--- config.mk ---
export PLATFORM = sky130hd
export DESIGN_NAME = bcd_countdown_timer_flat
export DESIGN_NICKNAME = d
export VERILOG_FILES = /design/src/rtl/watch_pkg.sv /design/src/rtl/bcd_countdown_timer_if.sv /design/src/rtl/bcd_down_digit.sv /design/src/rtl/bcd_countdown_timer.sv /design/src/flat_wrapper.sv
export SDC_FILE = /design/constraint.sdc
export NUM_CORES = 1
export LEC_CHECK = 0
export CORE_MARGIN = 4
export CORE_UTILIZATION = 30
export CTS_CLUSTER_DIAMETER = 30
export DETAILED_ROUTE_END_ITERATION = 10
export GPL_TIMING_DRIVEN = 0
export SLEW_MARGIN = 15
export SYNTH_ARGS = -nofsm -noshare
export SYNTH_HDL_FRONTEND = slang
export SYNTH_SLANG_ARGS = --single-unit
--- constraint.sdc ---
create_clock -name clk -period 2.9 [get_ports clk]
set_input_delay 0.435 -clock clk [delete_from_list [all_inputs] [get_ports clk]]
set_output_delay 0.435 -clock clk [all_outputs]
set_load 0.005 [all_outputs]
--- src/rtl/watch_pkg.sv ---
// -----------------------------------------------------------------------------
// watch_pkg
//   Shared constants for the watch counters: BCD digit width and limits,
//   the countdown FSM state encodings and a digit clamp helper.
//   No ports (package).
// -----------------------------------------------------------------------------
package watch_pkg;

  localparam int BCD_W = 4;

  typedef logic [BCD_W-1:0] bcd_digit_t;

  localparam bcd_digit_t BCD_MAX_ONES     = 4'd9;
  localparam bcd_digit_t BCD_MAX_TENS_SEC = 4'd5;

  // Countdown FSM state encodings.
  localparam int ST_W = 2;
  localparam logic [ST_W-1:0] ST_IDLE  = 2'd0;
  localparam logic [ST_W-1:0] ST_RUN   = 2'd1;
  localparam logic [ST_W-1:0] ST_PAUSE = 2'd2;
  localparam logic [ST_W-1:0] ST_ALARM = 2'd3;

  // Saturate a preset digit to the largest legal value for its position.
  function automatic bcd_digit_t bcd_clamp(input bcd_digit_t d, input bcd_digit_t lim);
    return (d > lim) ? lim : d;
  endfunction

endpackage

--- src/rtl/bcd_countdown_timer_if.sv ---
// -----------------------------------------------------------------------------
// bcd_countdown_timer_if
//   Control/status bundle of the countdown timer.
//   master : drives tick, load, load_min, load_sec, start, stop;
//            observes min_bcd, sec_bcd, running, done, alarm, state_dbg.
//   slave  : the timer itself (mirror directions).
//
//   Signalling: there is no valid/ready handshake. tick, load, start and stop
//   are single-cycle strobes sampled on the rising clock edge, always accepted
//   (no backpressure); load_min/load_sec only need to be valid while load is
//   high. All status outputs are registered; done is a one-cycle pulse.
//   state_dbg exposes the FSM state for checkers.
// -----------------------------------------------------------------------------
interface bcd_countdown_timer_if;
  import watch_pkg::*;

  logic            tick;
  logic            load;
  logic [7:0]      load_min;
  logic [7:0]      load_sec;
  logic            start;
  logic            stop;
  logic [7:0]      min_bcd;
  logic [7:0]      sec_bcd;
  logic            running;
  logic            done;
  logic            alarm;
  logic [ST_W-1:0] state_dbg;

  modport master (
    output tick, load, load_min, load_sec, start, stop,
    input  min_bcd, sec_bcd, running, done, alarm, state_dbg
  );

  modport slave (
    input  tick, load, load_min, load_sec, start, stop,
    output min_bcd, sec_bcd, running, done, alarm, state_dbg
  );

endinterface

--- src/rtl/bcd_down_digit.sv ---
// -----------------------------------------------------------------------------
// bcd_down_digit
//   One BCD digit of a down counter with load and borrow-out.
//   Params : MAX        value the digit wraps to when decremented from 0
//   Ports  : clk        system clock
//            rst        asynchronous, active-low reset (digit -> 0)
//            dec_en     decrement this cycle
//            load       capture load_val (wins over dec_en)
//            load_val   value to load
//            val        current digit value
//            borrow_out decrement requested while digit is 0 (feeds the next
//                       more-significant digit's dec_en)
// -----------------------------------------------------------------------------
module bcd_down_digit
  import watch_pkg::*;
#(
  parameter bcd_digit_t MAX = BCD_MAX_ONES
) (
  input  logic       clk,
  input  logic       rst,
  input  logic       dec_en,
  input  logic       load,
  input  bcd_digit_t load_val,
  output bcd_digit_t val,
  output logic       borrow_out
);

  bcd_digit_t r_val;

  always_ff @(posedge clk or negedge rst) begin
    if (!rst) begin
      r_val <= '0;
    end else if (load) begin
      r_val <= load_val;
    end else if (dec_en) begin
      r_val <= (r_val == '0) ? MAX : (r_val - 4'd1);
    end
  end

  assign val        = r_val;
  assign borrow_out = dec_en && (r_val == '0);

endmodule

--- src/rtl/bcd_countdown_timer.sv ---
// -----------------------------------------------------------------------------
// bcd_countdown_timer
//   Four-digit BCD MM:SS countdown timer (00:00..59:59) for the watch timer
//   mode. Loads a clamped preset, decrements once per 1 Hz tick with borrow
//   across digits, pulses done on reaching 00:00 and holds alarm for
//   ALARM_LEN ticks.
//   Params : ALARM_LEN     ticks the alarm stays high after expiry (1..255)
//            MIN_TENS_MAX  largest minutes-tens digit accepted at load
//   Ports  : clk  system clock
//            rst  asynchronous, active-low reset
//            bus  bcd_countdown_timer_if.slave (strobes in, status out)
//   Build option: TIMER_AUTO_RELOAD_EN -- keep the last preset in a reload
//            register; expiry reloads it and keeps counting while the alarm
//            runs in parallel. Undefined: expiry parks the FSM in ALARM.
// -----------------------------------------------------------------------------
module bcd_countdown_timer
  import watch_pkg::*;
#(
  parameter int ALARM_LEN    = 8,
  parameter int MIN_TENS_MAX = 5
) (
  input  logic                  clk,
  input  logic                  rst,
  bcd_countdown_timer_if.slave  bus
);

  localparam bcd_digit_t  L_MIN_TENS_MAX = bcd_digit_t'(MIN_TENS_MAX);
  localparam logic [7:0]  L_ALARM_LAST   = 8'(ALARM_LEN - 1);

  logic [ST_W-1:0] r_state;
  logic            r_done;
  logic            r_alarm;
  logic [7:0]      r_alarm_cnt;

  bcd_digit_t  w_sec_o, w_sec_t, w_min_o, w_min_t;
  logic        w_b_so, w_b_st, w_b_mo, w_b_mt;
  logic [15:0] w_count;
  logic [15:0] w_preset;
  logic [15:0] w_reload_val;
  logic [15:0] w_load_val;
  logic        w_zero;
  logic        w_is_one;
  logic        w_dec;
  logic        w_dec_cmd;
  logic        w_expire;
  logic        w_reload_hit;
  logic        w_dig_load;

  assign w_preset = {bcd_clamp(bus.load_min[7:4], L_MIN_TENS_MAX),
                     bcd_clamp(bus.load_min[3:0], BCD_MAX_ONES),
                     bcd_clamp(bus.load_sec[7:4], BCD_MAX_TENS_SEC),
                     bcd_clamp(bus.load_sec[3:0], BCD_MAX_ONES)};

  assign w_count  = {w_min_t, w_min_o, w_sec_t, w_sec_o};
  assign w_zero   = (w_count == 16'h0000);
  assign w_is_one = (w_count == 16'h0001);

  // Decrement only on an unblocked tick in RUN; load and stop outrank tick.
  // The zero guard keeps the chain from ever wrapping past 00:00.
  assign w_dec    = bus.tick && (r_state == ST_RUN) && !bus.load && !bus.stop && !w_zero;
  assign w_expire = w_dec && w_is_one;

`ifdef TIMER_AUTO_RELOAD_EN
  logic [15:0] r_reload;

  always_ff @(posedge clk or negedge rst) begin
    if (!rst) begin
      r_reload <= '0;
    end else if (bus.load) begin
      r_reload <= w_preset;
    end
  end

  assign w_reload_hit = w_expire;
  assign w_reload_val = r_reload;
`else
  assign w_reload_hit = 1'b0;
  assign w_reload_val = '0;
`endif

  // On a reload the digits take the stored preset instead of stepping to 00:00.
  assign w_dec_cmd  = w_dec && !w_reload_hit;
  assign w_dig_load = bus.load || w_reload_hit;
  assign w_load_val = bus.load ? w_preset : w_reload_val;

  bcd_down_digit #(.MAX(BCD_MAX_ONES)) u_sec_ones (
    .clk(clk), .rst(rst), .dec_en(w_dec_cmd), .load(w_dig_load),
    .load_val(w_load_val[3:0]), .val(w_sec_o), .borrow_out(w_b_so)
  );

  bcd_down_digit #(.MAX(BCD_MAX_TENS_SEC)) u_sec_tens (
    .clk(clk), .rst(rst), .dec_en(w_b_so), .load(w_dig_load),
    .load_val(w_load_val[7:4]), .val(w_sec_t), .borrow_out(w_b_st)
  );

  bcd_down_digit #(.MAX(BCD_MAX_ONES)) u_min_ones (
    .clk(clk), .rst(rst), .dec_en(w_b_st), .load(w_dig_load),
    .load_val(w_load_val[11:8]), .val(w_min_o), .borrow_out(w_b_mo)
  );

  bcd_down_digit #(.MAX(L_MIN_TENS_MAX)) u_min_tens (
    .clk(clk), .rst(rst), .dec_en(w_b_mo), .load(w_dig_load),
    .load_val(w_load_val[15:12]), .val(w_min_t), .borrow_out(w_b_mt)
  );

  // A borrow out of the minutes-tens digit would mean the count wrapped.
  a_no_underflow : assert property (@(posedge clk) disable iff (!rst) !w_b_mt);

  // Control FSM. Priority: load > stop > start > tick. A strobe that has no
  // effect in the current state falls through to the lower-priority ones.
  always_ff @(posedge clk or negedge rst) begin
    if (!rst) begin
      r_state     <= ST_IDLE;
      r_done      <= 1'b0;
      r_alarm     <= 1'b0;
      r_alarm_cnt <= '0;
    end else begin
      r_done <= 1'b0;
      if (bus.load) begin
        r_state     <= ST_IDLE;
        r_alarm     <= 1'b0;
        r_alarm_cnt <= '0;
      end else if (bus.stop && (r_state == ST_RUN)) begin
        r_state     <= ST_PAUSE;
        r_alarm     <= 1'b0;
        r_alarm_cnt <= '0;
      end else if (bus.stop && (r_state == ST_ALARM)) begin
        r_state     <= ST_IDLE;
        r_alarm     <= 1'b0;
        r_alarm_cnt <= '0;
      end else if (bus.start && ((r_state == ST_IDLE) || (r_state == ST_PAUSE)) && !w_zero) begin
        r_state <= ST_RUN;
      end else if (bus.tick) begin
        if (w_expire) begin
          // Expiry (re)starts the alarm window, even if one is already running.
          r_done      <= 1'b1;
          r_alarm     <= 1'b1;
          r_alarm_cnt <= '0;
`ifndef TIMER_AUTO_RELOAD_EN
          r_state     <= ST_ALARM;
`endif
        end else if (r_alarm) begin
          if (r_alarm_cnt == L_ALARM_LAST) begin
            r_alarm     <= 1'b0;
            r_alarm_cnt <= '0;
            if (r_state == ST_ALARM) begin
              r_state <= ST_IDLE;
            end
          end else begin
            r_alarm_cnt <= r_alarm_cnt + 8'd1;
          end
        end
      end
    end
  end

  assign bus.min_bcd   = w_count[15:8];
  assign bus.sec_bcd   = w_count[7:0];
  assign bus.running   = (r_state == ST_RUN);
  assign bus.done      = r_done;
  assign bus.alarm     = r_alarm;
  assign bus.state_dbg = r_state;

endmodule
--- src/flat_wrapper.sv ---
// flat-port wrapper written by rule: the top's interface ports become plain ports
module bcd_countdown_timer_flat import watch_pkg::*;
#(
  parameter int ALARM_LEN    = 8,
  parameter int MIN_TENS_MAX = 5
)
  (clk, rst, bus_tick, bus_load, bus_load_min, bus_load_sec, bus_start, bus_stop, bus_min_bcd, bus_sec_bcd, bus_running, bus_done, bus_alarm, bus_state_dbg);
  bcd_countdown_timer_if bus_i ();
  input  logic clk;
  input  logic rst;
  input wire logic [$bits(bus_i.tick)-1:0] bus_tick;
  input wire logic [$bits(bus_i.load)-1:0] bus_load;
  input wire logic [$bits(bus_i.load_min)-1:0] bus_load_min;
  input wire logic [$bits(bus_i.load_sec)-1:0] bus_load_sec;
  input wire logic [$bits(bus_i.start)-1:0] bus_start;
  input wire logic [$bits(bus_i.stop)-1:0] bus_stop;
  output wire logic [$bits(bus_i.min_bcd)-1:0] bus_min_bcd;
  output wire logic [$bits(bus_i.sec_bcd)-1:0] bus_sec_bcd;
  output wire logic [$bits(bus_i.running)-1:0] bus_running;
  output wire logic [$bits(bus_i.done)-1:0] bus_done;
  output wire logic [$bits(bus_i.alarm)-1:0] bus_alarm;
  output wire logic [$bits(bus_i.state_dbg)-1:0] bus_state_dbg;
  assign bus_i.tick = bus_tick;
  assign bus_i.load = bus_load;
  assign bus_i.load_min = bus_load_min;
  assign bus_i.load_sec = bus_load_sec;
  assign bus_i.start = bus_start;
  assign bus_i.stop = bus_stop;
  assign bus_min_bcd = bus_i.min_bcd;
  assign bus_sec_bcd = bus_i.sec_bcd;
  assign bus_running = bus_i.running;
  assign bus_done = bus_i.done;
  assign bus_alarm = bus_i.alarm;
  assign bus_state_dbg = bus_i.state_dbg;
  bcd_countdown_timer #(.ALARM_LEN(ALARM_LEN), .MIN_TENS_MAX(MIN_TENS_MAX)) u_core (.clk(clk), .rst(rst), .bus(bus_i));
endmodule
## Word-level counts from Yosys, hierarchy flattened

Cells that the tools add are included.

| cells by class | value |
|---|---|
| $add $sub $neg | 5 |
| multiply operators | 0 |
| divide/modulo/power cells | 0 |
| order comparisons | 4 |
| equal/unequal tests | 6 |
| shifts and indexed selects | 0 |
| multiplexer cells | 47 |
| bitwise logic cells | 0 |
| reductions and logical operators | 35 |

Operators by type and width:

| kind | number |
|---|---|
| 4-bit two-way mux | 16 |
| 8-bit two-way mux | 8 |
| 2-bit two-way mux | 9 |
| 6-bit nonzero test | 3 |
| 16-bit by 1-bit equality test with 1-bit output (second input constant) | 1 |
| 16-bit logical NOT | 1 |
| 4-bit logical NOT | 4 |
| 4-bit by 1-bit subtractor with 4-bit output (second input constant) | 4 |
| 1-bit two-way mux | 14 |
| 1-bit logical AND | 12 |
| 5-bit nonzero test | 2 |
| 8-bit by 1-bit adder with 8-bit output (second input constant) | 1 |
| 8-bit by 3-bit equality test with 1-bit output (second input constant) | 1 |
| 4-bit by 3-bit > comparator with 1-bit output (second input constant) | 2 |
| 4-bit > comparator (second input constant) | 2 |
| 2-bit nonzero test | 4 |
| 2-bit equality test (second input constant) | 2 |
| 4-bit by 2-bit != test with 1-bit output (second input constant) | 1 |
| 4-bit AND reduction | 1 |
| 4-bit nonzero test | 1 |
| 1-bit logical NOT | 3 |
| 3-bit AND reduction | 1 |
| 2-bit by 1-bit equality test with 1-bit output (second input constant) | 1 |
| 2-bit logical NOT | 1 |
| other kinds (2) | 2 |

| word-level totals | value |
|---|---|
| flip-flop bits (word level) | 28 |
| bits in latches | 0 |
| memory bits (writable) | 0 |
| memory bits (read-only) | 0 |
| output and inout bits | 21 |
| logic and storage cells | 105 |
| memories | 0 |

## Depth between registers and ports, before layout

Gate-level depths: netlist (run 1).

| depth | value |
|---|---|
| word-level depth | 12 |
| gate-level depth with buffers | 8 |
| depth with buffers taken out | 6 |

## By module

From an unflattened synthesis (run 1), not the netlist that was laid out.

| unflattened totals | value |
|---|---|
| cells, all modules | 195 |
| area, all modules | 1791.7 um2 |

Modules (own cells, without submodules):

| module | times used | cells each | area each (um2) | sequential area each (um2) |
|---|---|---|---|---|
| bcd_countdown_timer | 1 | 109 | 925.9 | 300.3 |
| bcd_down_digit at u_core.u_min_ones ... | 2 | 22 | 231.5 | 100.1 |
| bcd_down_digit at u_core.u_min_tens ... | 2 | 21 | 201.4 | 100.1 |

## Least setup slack after synthesis (run 1)

Ideal clock, no wire load.

| timing | value |
|---|---|
| path type | reg-to-reg |
| start | reg u_core.u_sec_ones.r_val[2], in the netlist u_core.u_sec_ones.val[2] |
| end | reg u_core.r_alarm_cnt[3] |
| arrival | 2.506 ns |
| data required time | 2.808 ns |
| setup slack | 0.303 ns |
| cell stages (with the launch flop) | 9 |
| path buffers | 2 |
| clock period less this slack | 2.597 ns |
| cells stage by stage | dfrtp_1 > or4_4 > or4_1 > buf_4 > o31ai_4 > o211ai_4 > or2_1 > buf_2 > o31ai_2 |

| between the ends | value |
|---|---|
| cells in the longest elaborated chain, start to end | 10 |
| elaborated cells between the ends (all ways) | 15 |
| those cells by class | eq/ne: 2; mux: 6; reduce/logical: 7 |

RTL lines:

| item | line | text |
|---|---|---|
| start, declared | bcd_down_digit.sv:28 | `bcd_digit_t r_val;` |
| start signal, assigned | bcd_down_digit.sv:34 | `r_val <= load_val;` |
| start signal, assigned | bcd_down_digit.sv:36 | `r_val <= (r_val == '0) ? MAX : (r_val - 4'd1);` |
| 16-bit logical NOT | bcd_countdown_timer.sv:55 | `assign w_zero = (w_count == 16'h0000);` |
| 1-bit logical NOT | bcd_countdown_timer.sv:60, bcd_countdown_timer.sv:131 |  |
| 1-bit logical AND | bcd_countdown_timer.sv:60 | `assign w_dec = bus.tick && (r_state == ST_RUN) && !bus.load && !bus.stop && !w_zero;` |
| 1-bit logical AND | bcd_countdown_timer.sv:61 | `assign w_expire = w_dec && w_is_one;` |
| 8-bit two-way mux | bcd_countdown_timer.sv:134 | `if (w_expire) begin` |
| 8-bit two-way mux | bcd_countdown_timer.sv:133 | `end else if (bus.tick) begin` |
| 8-bit two-way mux | bcd_countdown_timer.sv:131 | `end else if (bus.start && ((r_state == ST_IDLE) \|\| (r_state == ST_PAUSE)) && !w_zero) begin` |
| 8-bit two-way mux | bcd_countdown_timer.sv:127 | `end else if (bus.stop && (r_state == ST_ALARM)) begin` |
| 8-bit two-way mux | bcd_countdown_timer.sv:123 | `end else if (bus.stop && (r_state == ST_RUN)) begin` |
| 8-bit two-way mux | bcd_countdown_timer.sv:119 | `if (bus.load) begin` |
| end signal, assigned | bcd_countdown_timer.sv:150 | `r_alarm_cnt <= r_alarm_cnt + 8'd1;` |
| end, declared | bcd_countdown_timer.sv:33 | `logic [7:0] r_alarm_cnt;` |

Several ways; a longest one is shown, not always the timed one. The select of a mux whose other input is x is not followed.
A chain may end at the register's enable or synchronous reset.

## Worst setup path in the final report (run 1)

Same ends and word-level chain as after synthesis.

==> results.ini, run 1 <==
[status]
outcome=finished, final reports clean

[place]
dp_hpwl_mm=3.066
placed_cells_incl_taps=298
gp_congestion=0.7634
dp_slack_ns=0.006258
portBuffers=42

[logic_synthesis]
ys_seq_elements=28
synthCells=186
synth_top_area_share_pct=42.30
synth_nets=209
ys_top_cells_by_count=dfrtp_1, o21ai_1, nor2_1
yosys.area.top_type=dfrtp_1
ys_types=45
synth.avg_cell_area_sq_um=8.906
synth.area.top_cells=dfrtp_1, o21ai_1, nor2_1
synthMostInstantiatedCell=dfrtp_1
synth_edf_count=0
ys_async_sr_fraction_pct=100.0
syn_area_sq_mm=0.001657
synth_ff_type=dfrtp_1
yosys_warnings=0
synth-seq-area-share_pct=42.30

[clock_network]
clock_latency_ns=0.28
root_buffer=clkbuf_8
numClockSinks=28
cts_buffer_depth=2
cts_tree=built
htreeDepth=1
cts_resized=0
cts_setup_buffers=0
ctsHoldBuffers=0
cts.clk_slew.worst_paths_ns=0.10
cts_buffers=3

[sta]
worst_pin_slew_ns=0.7259
fin_ws_ns=0.1528
min_period_ns=2.747
max_freq_mhz=364.0
skew_ns=0.004144
min_period_over_period_pct=94.73
tns_ns=0
setup_violations=0
hold_slack_ns=0.1634
hold_viol=0
slew_headroom_pct=51.16
slew_viol_final=0
rsz0062_at_grt=false

[global_routing]
overflow=0
grt_pass1_wl_mm=7.093
grt_usage_pct=13.39
grt_pass1_vias=1515
antenna_found_initial=0
grt_max_degree=29

[layout]
seq_area_sq_um=701.9
multi_input_area_sq_um=924.6
finalNetCount=256
layout.cells.non_filler=302
area_delta_synth_final_pct=34.21
drive_gt1_share_pct=6.897
fill_cells=552
antennaDiodeCount=0

[detailed_routing]
wl_per_cell_um=13.95
dr_total_vias=1583
vias_per_cell=5.242
remaining_drc_errors=0
drt_iter0_markers=51
wirelength_mm=4.213
drt_first_pass_iters=4
ant_nets=0

[floorplan]
fp.dieW_um=82.31
rows=26
coreArea_sq_mm=0.005238
die-area_sq_mm=0.006775
die_y_um=82.31
start_util_pct=31.63
io_pins=43

[critical_path]
start_kind=flip-flop
criticalPathCategory=reg2reg
worst_setup_path_end_kind=flip-flop
rrSetupSlack_ns=0.15
crit_fanout=9
critPathRequiredTime_ns=3.10
arrival_ns=2.95

[pwr]
p_total_mw=0.9114
leakagePower_nw=0.8411
peakVddDrop_mv=0.2701
powerDensity_mw_per_mm2=409.9

[worst_hold_path]
hp-class=in2async

[run]
timing.max_cap.violations=0

-- final cells by class --
class                   instances  share of cell area, %
inverters                       4                 0.6753
clock buffers                   4                  2.476
plain buffers                   5                  1.069
well taps                      70                  3.939
repair buffers                 42                  18.68
flip-flops and latches         28                  31.57
multi-input cells             149                  41.59
-- sequential cells by signal (all words and copies together), names as in the netlist --
register               cells
u_core.u_min_tens.val      4
u_core.bus.done            1
u_core.r_alarm_cnt         8
u_core.bus.state_dbg       2
u_core.u_sec_tens.val      4
u_core.u_min_ones.val      4
u_core.bus.alarm           1
u_core.u_sec_ones.val      4
-- logic make-up after synthesis --
kind of cell	synth area share, %
DFF	42.30
buffers and inverters	2.341
and+or+nand+nor	27.87
muxes	1.209
xor gates and xnor gates	0.5288
adders and majority gates	0.7552
AOI/OAI and AO/OA	25.00
-- metrics by stage --
stage	utilization [%]	cell area, sq um
floorplan	-	1657
global placement	41.33	2165
detailed placement	41.23	2160
CTS	42.28	2215
global route	42.45	2223
finish	42.45	2223
-- routing by layer --
metal	part of all wire [%]	up-vias	GRT usage, %
met5	0	-	0
met3	5.7	4	4.230
li1	-	793	-
met1	48	749	17.95
met2	45	37	21.23
met4	0.64	0	2.492
-- report_power, final --
| part | internal, mW | total [mW] | switching (mW) |
|---|---|---|---|
| logic | 0.108 | 0.201 | 0.0932 |
| clock network | 0.122 | 0.254 | 0.132 |
| registers | 0.417 | 0.456 | 0.0386 |
| total | 0.647 | 0.911 | 0.264 |
-- cell usage in the layout (no fill, tap or decap), types with 5 or more instances in the layout --
cell type and n:
clkdlybuf4s50_1 41, dfrtp_1 27, o21ai_1 19, nor2_1 18, nand2_1 14, a21oi_1 10
nand3_1 8, o21ai_0 8, nor3_1 6, nor2b_1 6, nor4_1 5, nor3b_1 5
-- worst max-delay path: stages (launching register included) --
cell	delay [ns]
dfrtp_2	0.46
or4_4	0.57
or4_1	0.41
buf_4	0.18
o31ai_4	0.27
o211ai_4	0.18
or2_1	0.23
buf_2	0.16
o31ai_2	0.21
-- path summary, 6_finish.rpt --
check / start / cells after the start / endpoint
worst max-delay path: u_core.u_sec_ones.val[2] / 8 / u_core.r_alarm_cnt[3]
worst min-delay path: rst / 1 / u_core.u_min_tens.val[1]
worst max register to register: u_core.u_sec_ones.val[2] / 8 / u_core.r_alarm_cnt[3]
worst min register to register: u_core.u_min_tens.val[3] / 1 / u_core.u_min_tens.val[3]
max in group asynchronous: rst / 1 / u_core.u_sec_ones.val[2]
min in group clk: u_core.u_min_tens.val[3] / 1 / u_core.u_min_tens.val[3]
Note: power is estimated with default switching activity, not from simulation.
==> inputs of run 2 (changes only) <==
--- a/config.mk
+++ b/config.mk
@@ -10,6 +10,7 @@
 export CTS_CLUSTER_DIAMETER = 30
 export DETAILED_ROUTE_END_ITERATION = 10
 export GPL_TIMING_DRIVEN = 0
+export SKIP_LAST_GASP = 1
 export SLEW_MARGIN = 15
 export SYNTH_ARGS = -nofsm -noshare
 export SYNTH_HDL_FRONTEND = slang
==> results of run 2 <==
Same layout as run 1: the final DEF is identical, and so are final timing and power.
==> inputs of run 3 (changes only) <==
--- a/config.mk
+++ b/config.mk
@@ -5,7 +5,6 @@
 export SDC_FILE = /design/constraint.sdc
 export NUM_CORES = 1
 export LEC_CHECK = 0
-export CORE_MARGIN = 4
 export CORE_UTILIZATION = 30
 export CTS_CLUSTER_DIAMETER = 30
 export DETAILED_ROUTE_END_ITERATION = 10
==> run 3 against run 2 <==
- sequential cell count unchanged
- die area decreased by 14%
- final area decreased by 0.56%
- worst setup slack got worse by 0.0033 ns
- sequential power about the same
- clock power decreased by 15%
- critical path depth unchanged
- non-clock buffer count unchanged
- fmax decreased by 0.12%
- sequential share of layout area increased by 0.12 points
- critical endpoint unchanged
==> results.ini, run 3 (synthesis gave the netlist of run 1 again) <==
[status]
outcome=finished, final reports clean  ; unchanged

[layout]
fill_cells=563  ; was 552
drive_gt1_share_pct=6.494  ; was 6.897%
multi_input_area_sq_um=927.1  ; was 924.6 sq um
final_cell_mix=clkdlybuf4s50_1, dfrtp_1, o21ai_1  ; unchanged
final_common_cell=clkdlybuf4s50_1  ; unchanged
antennaDiodeCount=0  ; unchanged
seq_area_sq_um=700.7  ; was 701.9 sq um
finalNetCount=256  ; unchanged
largest_reg_flops=8  ; unchanged
layout.cells.non_filler=301  ; was 302
area_delta_synth_final_pct=33.46  ; was 34.21%
finalInstanceArea_sq_mm=0.002211  ; was 0.002223 sq mm
regMostFlops=u_core.r_alarm_cnt  ; unchanged

[worst_hold_path]
hp-class=in2async  ; unchanged

[global_routing]
grt_pass1_wl_mm=7.072  ; was 7.093 mm
overflow=0  ; unchanged
antenna_found_initial=0  ; unchanged
grt_usage_pct=14.70  ; was 13.39%
grt_max_degree=29  ; unchanged
grt_pass1_vias=1533  ; was 1515

[sta]
slew_viol_final=0  ; unchanged
max_freq_mhz=363.6  ; was 364.0 MHz
rsz0062_at_grt=false  ; unchanged
tns_ns=0  ; unchanged
min_period_ns=2.751  ; was 2.747 ns
slew_headroom_pct=54.92  ; was 51.16%
fin_ws_ns=0.1495  ; was 0.1528 ns
min_period_over_period_pct=94.85  ; was 94.73%
hold_viol=0  ; unchanged
worst_pin_slew_ns=0.6701  ; was 0.7259 ns
skew_ns=0.002021  ; was 0.004144 ns
setup_violations=0  ; unchanged

[critical_path]
arrival_ns=2.94  ; was 2.95 ns
start_kind=flip-flop  ; unchanged
worst_setup_path_end_kind=flip-flop  ; unchanged
r2r_end=u_core.r_alarm_cnt[3]  ; unchanged
critPathRequiredTime_ns=3.09  ; was 3.10 ns
criticalPathCategory=reg2reg  ; unchanged
worstReg2RegStart=u_core.u_sec_ones.val[2]  ; unchanged
rrSetupSlack_ns=0.15  ; about the same
r2r_cells=8  ; unchanged
crit_fanout=9  ; unchanged

[clock_network]
clock_latency_ns=0.27  ; was 0.28 ns
cts_buffer_depth=2  ; unchanged
htreeDepth=1  ; unchanged
cts_buffers=3  ; unchanged
cts_setup_buffers=0  ; unchanged
root_buffer=clkbuf_8  ; unchanged
cts.clk_slew.worst_paths_ns=0.10  ; about the same
numClockSinks=28  ; unchanged
cts_tree=built  ; unchanged

[floorplan]
start_util_pct=31.83  ; was 31.63%
die_y_um=76.31  ; was 82.31 um
coreArea_sq_mm=0.005205  ; was 0.005238 sq mm
die-area_sq_mm=0.005823  ; was 0.006775 sq mm
io_pins=43  ; unchanged
rows=26  ; unchanged
fp.dieW_um=76.31  ; was 82.31 um

[detailed_routing]
drt_first_pass_iters=4  ; unchanged
ant_nets=0  ; unchanged
wirelength_mm=4.051  ; was 4.213 mm
vias_per_cell=5.209  ; was 5.242
wl_per_cell_um=13.46  ; was 13.95 um
dr_total_vias=1568  ; was 1583
drt_iter0_markers=39  ; was 51
remaining_drc_errors=0  ; unchanged

[run]
timing.max_cap.violations=0  ; unchanged

[place]
gp_congestion=0.7921  ; was 0.7634
dp_hpwl_mm=3.026  ; was 3.066 mm
placed_cells_incl_taps=298  ; unchanged
postPlaceCellArea_sq_mm=0.002160  ; unchanged
portBuffers=42  ; unchanged
dp_slack_ns=0.005472  ; was 0.006258 ns

[pwr]
powerDensity_mw_per_mm2=394.2  ; was 409.9 mW/mm^2
p_total_mw=0.8716  ; was 0.9114 mW
leakagePower_nw=0.8358  ; was 0.8411 nW
peakVddDrop_mv=0.1782  ; was 0.2701 mV

## run 3: layout make-up
type                    instances  area share (%)
multi-input cells             149           41.94
flip-flops and latches         28           31.69
repair buffers                 42           18.79
well taps                      70           3.962
clock buffers                   3           1.868
plain buffers                   5           1.075
inverters                       4          0.6791
## run 3: through the flow
step / utilization, % / hold slack [ns]
3_5_place_dp: 41.49 / 0.5013
6_report: 42.48 / 0.1645
5_1_grt: 42.48 / 0.2097
2_1_floorplan: - / 0.1394
4_1_cts: 42.28 / 0.1902
3_3_place_gp: 41.59 / 0.5019
## run 3: how the worst max path moves through the flow
stage,start,end,depth (start not counted)
2_1_floorplan,u_core.u_sec_ones.val[2],u_core.r_alarm_cnt[3],8
3_3_place_gp,bus_tick,u_core.r_alarm_cnt[7],7
3_5_place_dp,bus_tick,u_core.r_alarm_cnt[7],7
4_1_cts,u_core.u_min_ones.val[2],u_core.r_alarm_cnt[3],7
5_1_grt,u_core.u_min_ones.val[2],u_core.u_sec_tens.val[0],6
6_report,u_core.u_sec_ones.val[2],u_core.r_alarm_cnt[3],8
## run 3: timing repair
item                                    CTS  global route
endpoints found under the setup margin    0             9
resized for setup                         0             2
hold buffers                              0             0
## run 3: routing by layer
metal / vias to the layer above / GRT usage (%) / share of wire, %
met5: - / 0 / 0
met4: 0 / 4.038 / 0.35
met3: 2 / 2.275 / 2.9
met2: 26 / 24.23 / 47
met1: 749 / 19.91 / 49
li1: 791 / - / -
## run 3: critical path, stage by stage, from the launching register on
cell	delay (ns)
dfrtp_1	0.45
or4_4	0.57
or4_1	0.40
buf_4	0.19
o31ai_4	0.28
o211ai_4	0.17
or2_1	0.23
buf_2	0.16
o31ai_2	0.21
## run 3: report_power, final
group / switching [mW] / internal [mW]
Sequential: 0.0381 / 0.417
Combinational: 0.0927 / 0.108
Clock: 0.122 / 0.0934
